**config.mk**
```make
export PLATFORM = sky130hd
export DESIGN_NAME = pixel_stream_src
export DESIGN_NICKNAME = d
export VERILOG_FILES = /design/src/rtl/pixel_stream_pkg.sv /design/src/rtl/pixel_skid_buf.sv /design/src/rtl/pixel_stream_src.sv
export SDC_FILE = /design/constraint.sdc
export NUM_CORES = 1
export LEC_CHECK = 0
export CAP_MARGIN = 25
export CORE_ASPECT_RATIO = 0.7
export CORE_MARGIN = 1.5
export CORE_UTILIZATION = 43
export CTS_CLUSTER_DIAMETER = 40
export DETAILED_ROUTE_END_ITERATION = 12
export GPL_ROUTABILITY_DRIVEN = 0
export GPL_TIMING_DRIVEN = 0
export MAX_ROUTING_LAYER = met4
export PLACE_DENSITY_LB_ADDON = 0.2
export SYNTH_ARGS = -nofsm -noshare
export SYNTH_HDL_FRONTEND = slang
export SYNTH_SLANG_ARGS = --single-unit
```
**constraint.sdc**
```tcl
create_clock -name clk -period 3.1 [get_ports clk]
set_input_delay 0.31 -clock clk [delete_from_list [all_inputs] [get_ports clk]]
set_output_delay 0.31 -clock clk [all_outputs]
set_load 0.01 [all_outputs]
```
**src/rtl/pixel_stream_pkg.sv**
```systemverilog
// pixel_stream_pkg: shared types for the pixel stream source.
//   state_e : reader FSM encoding (IDLE, STREAM, DRAIN, DONE)
//   PIX_W   : pixel width in bits
//   flags_t : per-pixel markers {sof, eol, eof}
//   beat_t  : one stream beat, pixel plus its markers
package pixel_stream_pkg;

    localparam int PIX_W = 8;

    typedef enum logic [1:0] {
        ST_IDLE,
        ST_STREAM,
        ST_DRAIN,
        ST_DONE
    } state_e;

    typedef struct packed {
        logic sof;
        logic eol;
        logic eof;
    } flags_t;

    typedef struct packed {
        logic [PIX_W-1:0] pix;
        flags_t           flags;
    } beat_t;

endpackage

```
**src/rtl/pixel_skid_buf.sv**
```systemverilog
// pixel_skid_buf: 2-entry valid/ready buffer for {pixel, flags}.
// When empty, an arriving beat is presented combinationally (fall-through),
// so RAM data reaches the stream the same cycle it returns.
// Ports:
//   clk, rst_n    : clock, async active-low reset
//   in_valid_i    : beat arriving this cycle (cannot be stalled)
//   in_data_i     : arriving beat
//   out_valid_o   : stream valid
//   out_ready_i   : stream ready
//   out_data_o    : stream beat, all zero when out_valid_o is low
//   occ_o         : number of stored entries (0..2)
module pixel_skid_buf
    import pixel_stream_pkg::*;
(
    input  logic       clk,
    input  logic       rst_n,
    input  logic       in_valid_i,
    input  beat_t      in_data_i,
    output logic       out_valid_o,
    input  logic       out_ready_i,
    output beat_t      out_data_o,
    output logic [1:0] occ_o
);

    beat_t      mem_q [2];
    logic       wr_ptr_q, rd_ptr_q;
    logic [1:0] cnt_q;
    logic       stored, pop, push, pop_st;

    assign stored      = (cnt_q != 2'd0);
    assign out_valid_o = stored | in_valid_i;
    assign out_data_o  = stored ? mem_q[rd_ptr_q] : (in_valid_i ? in_data_i : '0);
    assign pop         = out_valid_o & out_ready_i;
    // An arriving beat is stored unless it goes straight through an empty buffer.
    assign push        = in_valid_i & ~(~stored & out_ready_i);
    assign pop_st      = pop & stored;
    assign occ_o       = cnt_q;

    always_ff @(posedge clk or negedge rst_n) begin
        if (!rst_n) begin
            wr_ptr_q <= 1'b0;
            rd_ptr_q <= 1'b0;
            cnt_q    <= 2'd0;
        end else begin
            if (push)   wr_ptr_q <= ~wr_ptr_q;
            if (pop_st) rd_ptr_q <= ~rd_ptr_q;
            case ({push, pop_st})
                2'b10:   cnt_q <= cnt_q + 2'd1;
                2'b01:   cnt_q <= cnt_q - 2'd1;
                default: ;
            endcase
        end
    end

    always_ff @(posedge clk) begin
        if (push) mem_q[wr_ptr_q] <= in_data_i;
    end

endmodule

```
**src/rtl/pixel_stream_src.sv**
```systemverilog
// pixel_stream_src: reads an IMG_W x IMG_H frame in raster order from a
// synchronous-read RAM and emits it as a valid/ready pixel stream with
// sof/eol/eof markers, then pulses frame_done.
// Ports:
//   clk, rst_n       : clock, async active-low reset
//   start            : one-cycle frame request (honoured only when idle)
//   busy             : frame in progress
//   mem_rd_en/addr   : RAM read strobe / raster address
//   mem_rdata        : RAM data, valid the cycle after mem_rd_en
//   pixel_*          : output stream (valid/ready, sof/eol/eof)
//   frame_done       : one-cycle pulse after the eof transfer
// Build option: PIXEL_SRC_HBLANK_EN inserts H_BLANK idle cycles after each
// line's eol transfer (none after eof).
module pixel_stream_src
    import pixel_stream_pkg::*;
#(
    parameter int IMG_W   = 256,
    parameter int IMG_H   = 256,
    parameter int ADDR_W  = 16,
    parameter int H_BLANK = 16
)(
    input  logic              clk,
    input  logic              rst_n,
    input  logic              start,
    output logic              busy,
    output logic              mem_rd_en,
    output logic [ADDR_W-1:0] mem_addr,
    input  logic [PIX_W-1:0]  mem_rdata,
    output logic [PIX_W-1:0]  pixel_out,
    output logic              pixel_valid,
    input  logic              pixel_ready,
    output logic              pixel_sof,
    output logic              pixel_eol,
    output logic              pixel_eof,
    output logic              frame_done
);

    localparam int XW = (IMG_W > 1) ? $clog2(IMG_W) : 1;
    localparam int YW = (IMG_H > 1) ? $clog2(IMG_H) : 1;
    localparam logic [XW-1:0] X_LAST = XW'(IMG_W - 1);
    localparam logic [YW-1:0] Y_LAST = YW'(IMG_H - 1);

`ifdef PIXEL_SRC_HBLANK_EN
    localparam bit BLANK_BUILD = 1'b1;
`else
    localparam bit BLANK_BUILD = 1'b0;
`endif

    state_e            state_q, state_d;
    logic [ADDR_W-1:0] addr_q, addr_d;
    logic [XW-1:0]     x_q, x_d;
    logic [YW-1:0]     y_q, y_d;
    logic              pend_q;      // read issued last cycle, data on mem_rdata now
    flags_t            pend_fl_q;   // markers of that in-flight read
    flags_t            rd_fl;
    beat_t             in_beat, out_beat;
    logic [1:0]        occ;
    logic [2:0]        lvl;
    logic              out_valid, pop, rd_allow, rd_go;

    // Markers of the address about to be read.
    assign rd_fl.sof = (x_q == '0) && (y_q == '0);
    assign rd_fl.eol = (x_q == X_LAST);
    assign rd_fl.eof = rd_fl.eol && (y_q == Y_LAST);

    assign pop = out_valid & pixel_ready;
    // Stored + in-flight after this cycle's transfer; a new read must keep it <= 2.
    assign lvl   = {1'b0, occ} + {2'b00, pend_q} - {2'b00, pop};
    assign rd_go = (state_q == ST_STREAM) && (lvl < 3'd2) && rd_allow;

    always_comb begin
        state_d = state_q;
        addr_d  = addr_q;
        x_d     = x_q;
        y_d     = y_q;
        case (state_q)
            ST_IDLE: begin
                if (start) begin
                    state_d = ST_STREAM;
                    addr_d  = '0;
                    x_d     = '0;
                    y_d     = '0;
                end
            end
            ST_STREAM: begin
                if (rd_go) begin
                    if (rd_fl.eof) begin
                        state_d = ST_DRAIN;   // address stays on the last one read
                    end else begin
                        addr_d = addr_q + ADDR_W'(1);
                        if (rd_fl.eol) begin
                            x_d = '0;
                            y_d = y_q + YW'(1);
                        end else begin
                            x_d = x_q + XW'(1);
                        end
                    end
                end
            end
            ST_DRAIN: begin
                if (pop && out_beat.flags.eof) state_d = ST_DONE;
            end
            ST_DONE:  state_d = ST_IDLE;
            default:  state_d = ST_IDLE;
        endcase
    end

    always_ff @(posedge clk or negedge rst_n) begin
        if (!rst_n) begin
            state_q   <= ST_IDLE;
            addr_q    <= '0;
            x_q       <= '0;
            y_q       <= '0;
            pend_q    <= 1'b0;
            pend_fl_q <= '0;
        end else begin
            state_q <= state_d;
            addr_q  <= addr_d;
            x_q     <= x_d;
            y_q     <= y_d;
            pend_q  <= rd_go;
            if (rd_go) pend_fl_q <= rd_fl;
        end
    end

    generate
        if (BLANK_BUILD && (H_BLANK > 0)) begin : g_blank
            localparam int CW = $clog2(H_BLANK + 1);
            logic          blk_q, run_q;
            logic [CW-1:0] cnt_q;
            logic          go;

            // Reads stay blocked from a line's last read until the counter,
            // started at that line's eol transfer, reaches its final cycle.
            assign go       = run_q && (cnt_q == CW'(1));
            assign rd_allow = ~blk_q | go;

            always_ff @(posedge clk or negedge rst_n) begin
                if (!rst_n) begin
                    blk_q <= 1'b0;
                    run_q <= 1'b0;
                    cnt_q <= '0;
                end else begin
                    if (rd_go) blk_q <= rd_fl.eol & ~rd_fl.eof;
                    if (rd_go) begin
                        run_q <= 1'b0;
                    end else if (blk_q && !run_q && pop && out_beat.flags.eol) begin
                        run_q <= 1'b1;
                        cnt_q <= CW'(H_BLANK);
                    end else if (run_q && cnt_q != CW'(1)) begin
                        cnt_q <= cnt_q - CW'(1);
                    end
                end
            end
        end else begin : g_noblank
            assign rd_allow = 1'b1;
        end
    endgenerate

    assign in_beat.pix   = mem_rdata;
    assign in_beat.flags = pend_fl_q;

    pixel_skid_buf u_skid (
        .clk         (clk),
        .rst_n       (rst_n),
        .in_valid_i  (pend_q),
        .in_data_i   (in_beat),
        .out_valid_o (out_valid),
        .out_ready_i (pixel_ready),
        .out_data_o  (out_beat),
        .occ_o       (occ)
    );

    assign busy        = (state_q == ST_STREAM) || (state_q == ST_DRAIN);
    assign frame_done  = (state_q == ST_DONE);
    assign mem_rd_en   = rd_go;
    assign mem_addr    = addr_q;
    assign pixel_valid = out_valid;
    assign pixel_out   = out_beat.pix;
    assign pixel_sof   = out_beat.flags.sof;
    assign pixel_eol   = out_beat.flags.eol;
    assign pixel_eof   = out_beat.flags.eof;

endmodule

```
==> results of run 1 <==
power groups by stage:
stage / Clock, mW / Sequential [mW] / Combinational (mW)
after floorplan: 0 / 1.14 / 1.24
after global placement: 0 / 1.15 / 1.85
after detailed placement: 0 / 1.16 / 1.88
after CTS: 1.12 / 1.14 / 2.24
after global routing: 1.16 / 1.16 / 2.54
final: 1.11 / 1.13 / 2.37
critical path: cells and delay by family, from the launching register on:
family                     cells  cell delay, ns
xor gates and xnor gates       1            0.20
buffers and inverters          1            0.17
DFF                            1            0.43
and+or+nand+nor                4            1.17
AOI/OAI and AO/OA              2            0.41
adders and majority gates      2            0.59
sequential cells by signal, summed over array words and instances (netlist names):
| signal | flops |
|---|---|
| y_q | 8 |
| in_beat | 3 |
| pend_q | 1 |
| u_skid.mem_q | 22 |
| state_q | 2 |
| u_skid.rd_ptr_q | 1 |
| u_skid.occ_o | 2 |
| mem_addr | 16 |
| x_q | 8 |
| u_skid.wr_ptr_q | 1 |
cells by family after synthesis:
logic type | after synthesis | share of synthesized area [%]
simple gates | 132 | 22.6
compound gates | 69 | 15.5
flops | 64 | 47.3
buf+inv | 32 | 4.70
fa+ha+maj | 13 | 4.70
mux | 11 | 3.07
xor+xnor | 7 | 2.21
final cells by class:
class                           instances  area share, %
Buffer                                 19           2.59
Clock buffer                            9           4.71
Clock inverter                          7           2.14
Inverter                               11          0.863
Multi-Input combinational cell        232           38.2
Sequential cell                        64           35.8
Tap cell                              101           2.64
Timing Repair Buffer                   63           13.0
cells in the final DEF (no fill, tap or decap), types with 10 or more instances in the layout:
cell type,n
a221o_1,20
and3_1,17
buf_4,19
clkdlybuf4s50_1,40
dfrtp_1,40
edfxtp_1,22
ha_1,11
mux2i_1,10
nand2_1,16
nand3_1,21
nor2_1,11
nor3_1,10
o21ai_0,14
routing by layer:
metal	GRT usage [%]	wire length, um	up-vias
li1	-	-	1432
met1	35.0	4660	1542
met2	32.3	4170	112
met3	6.07	680	8
met4	4.30	61	0
met5	-	0	-
stage by stage:
step / cells / setup WS, ns / total power, mW / setup TNS [ns]
3_5_place_dp: 472 / -0.211 / 3.04 / -4.54
4_1_cts: 500 / -0.0338 / 4.50 / -0.0984
6_report: 506 / -0.00997 / 4.61 / -0.0289
2_1_floorplan: 328 / 0.00311 / 2.38 / 0
3_3_place_gp: 471 / -0.191 / 3.00 / -3.68
5_1_grt: 506 / -0.103 / 4.86 / -1.15
timing repair:
item | 4_1_cts | 5_1_grt
gates cloned | 1 | 0
endpoints found under the hold margin | 12 | 0
pin swaps | 4 | 3
hold buffers | 1 | 0
endpoints found under the setup margin | 32 | 30
resized for setup | 14 | 3
buffers inserted | 10 | 7
worst min path at each step:
stage / start / to / slack (ns) / cells after the start
2_1_floorplan: rst_n / in_beat[0] / 0.01 / 0
3_3_place_gp: u_skid.wr_ptr_q / u_skid.wr_ptr_q / 0.48 / 1
3_5_place_dp: rst_n / mem_addr[10] / 0.22 / 1
4_1_cts: rst_n / x_q[5] / 0.40 / 2
5_1_grt: rst_n / x_q[5] / 0.42 / 2
6_report: rst_n / mem_addr[10] / 0.40 / 2
==> results.sh, run 1 <==
export IMPL_drv_cap=0
export IMPL_utilization_pct=59.8
export IMPL_root_buffer="clkbuf_16"
export IMPL_seqPwrFrac_pct=24.6
export IMPL_hold_class="primary input to asynchronous set/reset pin"
export IMPL_netSwitchingPower_mw=1.76
export IMPL_drtIter0Drc=317
export IMPL_syn_inst=328
export IMPL_syn_area_sq_um=3620
export IMPL_clkPwrFrac_pct=24.1
export IMPL_placed_cell_area_sq_um=4230
export IMPL_avgViaCountPerCell=6.11
export IMPL_multi_input_area_sq_um=1830
export IMPL_cp_endpoint="mem_addr[12]"
export IMPL_power_density_nw_per_um2=964
export IMPL_violations="negative setup slack"
export IMPL_synth_edf_count=22
export IMPL_io_pins=43
export IMPL_ys_seq_area_share_pct=47.3
export IMPL_drc=0
export IMPL_seqCellArea_sq_um=1710
export IMPL_ys_top_cells_by_area="dfrtp_1 29%, edfxtp_1 18%, a221o_1 5.5%"
export IMPL_start_util_pct=45.2
export IMPL_skew_ns=0.00640
export IMPL_numCtsBuffers=9
export IMPL_p_leak_nw=1.98
export IMPL_row_count=27
export IMPL_fillers=652
export IMPL_placement_io_buffers=42
export IMPL_htree_levels=3
export IMPL_yosysMostFrequentCell="dfrtp_1"
export IMPL_synth_common_cells="42 x dfrtp_1, 22 x edfxtp_1, 22 x nand3_1, 20 x a221o_1, 17 x and3_1"
export IMPL_comb_power_share_pct=51.3
export IMPL_max_slew_margin_pct=41.1
export IMPL_maxSlewViolCount=0
export IMPL_grt_overflow=0
export IMPL_synth_area_leader_cell="dfrtp_1"
export IMPL_worst_pin_slew_ns=0.883
export IMPL_arrival_ns=3.32
export IMPL_finalHoldViolations=0
export IMPL_grt_pass1_vias=2844
export IMPL_design_area_sq_um=4790
export IMPL_wl_per_cell_um=18.9
export IMPL_ys_ff_latch=64
export IMPL_fin_ws_ns=-0.00997
export IMPL_post_synth_cell_area_avg_sq_um=11.0
export IMPL_holdWs_ns=0.401
export IMPL_core_area_sq_um=8010
export IMPL_path_class="register to register"
export IMPL_synthToLayoutAreaGrowth_pct=32.1
export IMPL_synth_top_area_share_pct=29.0
export IMPL_setup_viol=7
export IMPL_peakVddDrop_mv=0.622
export IMPL_cts_tree="built"
export IMPL_antenna_cells=0
export IMPL_critPathMaxStageDelay_ns=0.50
export IMPL_cp_required_ns=3.31
export IMPL_track_usage_pct=23.5
export IMPL_drt_pass1_iter_count=5
export IMPL_worstSkewPairLatency_ns=0.33
export IMPL_dieArea_sq_um=8990
export IMPL_internal_power_mw=2.86
export IMPL_ys_flop_type="dfrtp_1"
export IMPL_swShare_pct=38.1
export IMPL_synth_warnings=0
export IMPL_clockBufferDepth=2
export IMPL_grt_max_degree=31
export IMPL_antenna_found_initial=0
export IMPL_cp_start_kind="register"
export IMPL_cts_clk_slew_worst_paths_ns=0.06
export IMPL_crit_fanout=5
export IMPL_r2r_setup_slack_ns=-0.01
export IMPL_max_freq_mhz=322
export IMPL_cp_slowest_cell="or4_4"
export IMPL_die_h_um=79.8
export IMPL_wirelength_um=9580
export IMPL_drive_gt1_share_pct=17.5
export IMPL_ff2ff_path_depth=10
export IMPL_syn_nets=353
export IMPL_fin_crit_ns=3.11
export IMPL_fin_nets=425
export IMPL_status="finished, violations left"
export IMPL_via_count=3094
export IMPL_worstPathCellList="or3_4, and2_4, ha_4, nand2b_4, fa_2, xnor2_4, a21oi_4, or4_4, buf_8, a221o_1"
export IMPL_fp_dieW_um=113
export IMPL_worstReg2RegStart="pend_q"
export IMPL_synth_distinct_cells=69
export IMPL_endpoint_kind="register"
export IMPL_min_period_over_period_pct=100
export IMPL_async_flop_share_pct=65.6
export IMPL_grt_first_pass_wirelength_um=15700
export IMPL_hpwlAfterDp_um=6220
export IMPL_r2r_end="mem_addr[12]"
export IMPL_startpoint="pend_q"
export IMPL_ant_nets=0
export IMPL_rsz0062_at_grt="yes"
export IMPL_cts_sinks=64
Note: power is estimated with default switching activity, not from simulation.
==> run 2: changes to the inputs <==
--- a/config.mk
+++ b/config.mk
@@ -5,9 +5,9 @@
 export SDC_FILE = /design/constraint.sdc
 export NUM_CORES = 1
 export LEC_CHECK = 0
-export CAP_MARGIN = 25
+export CAP_MARGIN = 10
 export CORE_ASPECT_RATIO = 0.7
-export CORE_MARGIN = 1.5
+export CORE_MARGIN = 10
 export CORE_UTILIZATION = 43
 export CTS_CLUSTER_DIAMETER = 40
 export DETAILED_ROUTE_END_ITERATION = 12
@@ -15,6 +15,7 @@
 export GPL_TIMING_DRIVEN = 0
 export MAX_ROUTING_LAYER = met4
 export PLACE_DENSITY_LB_ADDON = 0.2
+export SKIP_CTS_REPAIR_TIMING = 1
 export SYNTH_ARGS = -nofsm -noshare
 export SYNTH_HDL_FRONTEND = slang
 export SYNTH_SLANG_ARGS = --single-unit
==> results.sh, run 2 (synthesized netlist as in run 1, its figures left out) <==
export IMPL_status="finished, violations left"
export IMPL_violations="negative setup slack"
export IMPL_instances_no_fill=497
export IMPL_fillers=691
export IMPL_synthToLayoutAreaGrowth_pct=28.3
export IMPL_max_freq_mhz=318
export IMPL_placement_io_buffers=42
export IMPL_row_count=27
export IMPL_worstSkewPairLatency_ns=0.32
export IMPL_netSwitchingPower_mw=1.65
export IMPL_max_slew_margin_pct=31.6
export IMPL_dp_cells=472
export IMPL_regMostFlops="u_skid.mem_q"
export IMPL_largest_register_ff_count=22
export IMPL_numCtsBuffers=9
export IMPL_ant_nets=0
export IMPL_p_leak_nw=1.90
export IMPL_rsz0062_at_grt="yes"
export IMPL_maxSlewViolCount=0
export IMPL_wl_per_cell_um=18.7
export IMPL_drt_pass1_iter_count=5
export IMPL_fin_tns_setup_ns=-0.506
export IMPL_endpoint_kind="register"
export IMPL_drtIter0Drc=192
export IMPL_layout_common_cells="40 x dfrtp_1, 40 x clkdlybuf4s50_1, 22 x edfxtp_1"
export IMPL_placed_cell_area_sq_um=4230
export IMPL_root_buffer="clkbuf_16"
export IMPL_pre_cts_ws_ns=-0.225
export IMPL_seqCellArea_sq_um=1710
export IMPL_dieArea_sq_um=12600
export IMPL_cts_sinks=64
export IMPL_fp_dieW_um=130
export IMPL_min_period_over_period_pct=101
export IMPL_avgViaCountPerCell=5.94
export IMPL_drive_gt1_share_pct=15.7
export IMPL_swShare_pct=38.4
export IMPL_wirelength_um=9290
export IMPL_arrival_ns=3.34
export IMPL_peakVddDrop_mv=0.309
export IMPL_comb_power_share_pct=48.2
export IMPL_hpwlAfterDp_um=6470
export IMPL_htree_levels=3
export IMPL_worst_pin_slew_ns=1.02
export IMPL_hold_class="primary input to asynchronous set/reset pin"
export IMPL_antenna_found_initial=0
export IMPL_finalHoldViolations=0
export IMPL_path_class="register to register"
export IMPL_fin_ws_ns=-0.0451
export IMPL_power_density_nw_per_um2=923
export IMPL_cts_clk_slew_worst_paths_ns=0.06
export IMPL_design_area_sq_um=4650
export IMPL_via_count=2950
export IMPL_fin_crit_ns=3.15
export IMPL_start_util_pct=45.1
export IMPL_cts_tree="built"
export IMPL_grt_pass1_vias=2803
export IMPL_antenna_cells=0
export IMPL_cp_required_ns=3.30
export IMPL_core_area_sq_um=8040
export IMPL_grt_max_degree=27
export IMPL_seqPwrFrac_pct=26.7
export IMPL_cp_slowest_cell="fa_2"
export IMPL_skew_ns=0.00537
export IMPL_worstPathCellList="or3_4, and2_4, ha_4, nand2b_4, fa_2, a21oi_4, or4_4, buf_6, a221o_1"
export IMPL_die_h_um=96.8
export IMPL_grt_overflow=0
export IMPL_grt_first_pass_wirelength_um=15200
export IMPL_crit_fanout=10
export IMPL_internal_power_mw=2.64
export IMPL_critPathMaxStageDelay_ns=0.61
export IMPL_clkPwrFrac_pct=25.1
export IMPL_fin_nets=416
export IMPL_setup_viol=17
export IMPL_drv_cap=0
export IMPL_clockBufferDepth=2
export IMPL_io_pins=43
export IMPL_cp_start_kind="register"
export IMPL_multi_input_area_sq_um=1810
export IMPL_track_usage_pct=15.2
export IMPL_drc=0
-- run 2: per-layer routing --
layer	up-vias	global-route usage (%)	wire [um]	part of all wire [%]
met5	-	-	0	0
met4	0	3.08	48	0.52
met3	6	3.48	421	4.5
met2	75	20.8	4210	45
met1	1457	22.2	4610	50
li1	1412	-	-	-
-- run 2: final timing paths --
path | cells past startpoint | end | from | slack (ns)
max | 9 | x_q[3] | pend_q | -0.05
min | 2 | state_q[0] | rst_n | 0.46
max reg2reg | 9 | x_q[3] | pend_q | -0.05
min reg2reg | 1 | u_skid.wr_ptr_q | u_skid.wr_ptr_q | 0.50
max in group asynchronous | 3 | mem_addr[3] | rst_n | 2.16
min in group clk | 1 | u_skid.wr_ptr_q | u_skid.wr_ptr_q | 0.50
-- run 2: critical path: cells and delay by family, from the launching register on --
kind                       cells  cell delay (ns)
and+or+nand+nor                4             1.15
adders and majority gates      2             0.81
DFF                            1             0.45
AOI/OAI and AO/OA              2             0.45
buffers and inverters          1             0.17
-- run 2: per-stage QoR --
stage | hold WS, ns | utilization (%) | power (mW)
after floorplan | 0.0144 | - | 2.38
after global placement | 0.476 | 52.4 | 3.03
after detailed placement | 0.273 | 52.6 | 3.06
after CTS | -0.0701 | 56.6 | 4.15
after global routing | 0.489 | 57.8 | 4.56
final | 0.455 | 57.8 | 4.29
-- run 2: power groups by stage --
stage	registers, mW	clock network, mW	logic, mW
2_1_floorplan	1.14	0	1.24
3_3_place_gp	1.15	0	1.87
3_5_place_dp	1.16	0	1.90
4_1_cts	1.15	1.09	1.91
5_1_grt	1.16	1.13	2.26
6_report	1.15	1.08	2.07
-- run 2: cell type report --
class / instances / area share, %
timing repair buffer: 53 / 10.9
tap: 101 / 2.72
sequential: 64 / 36.9
buffer: 20 / 2.66
inverter: 11 / 0.888
multi-input combinational: 232 / 39.0
clock inverter: 7 / 2.05
clock buffer: 9 / 4.85
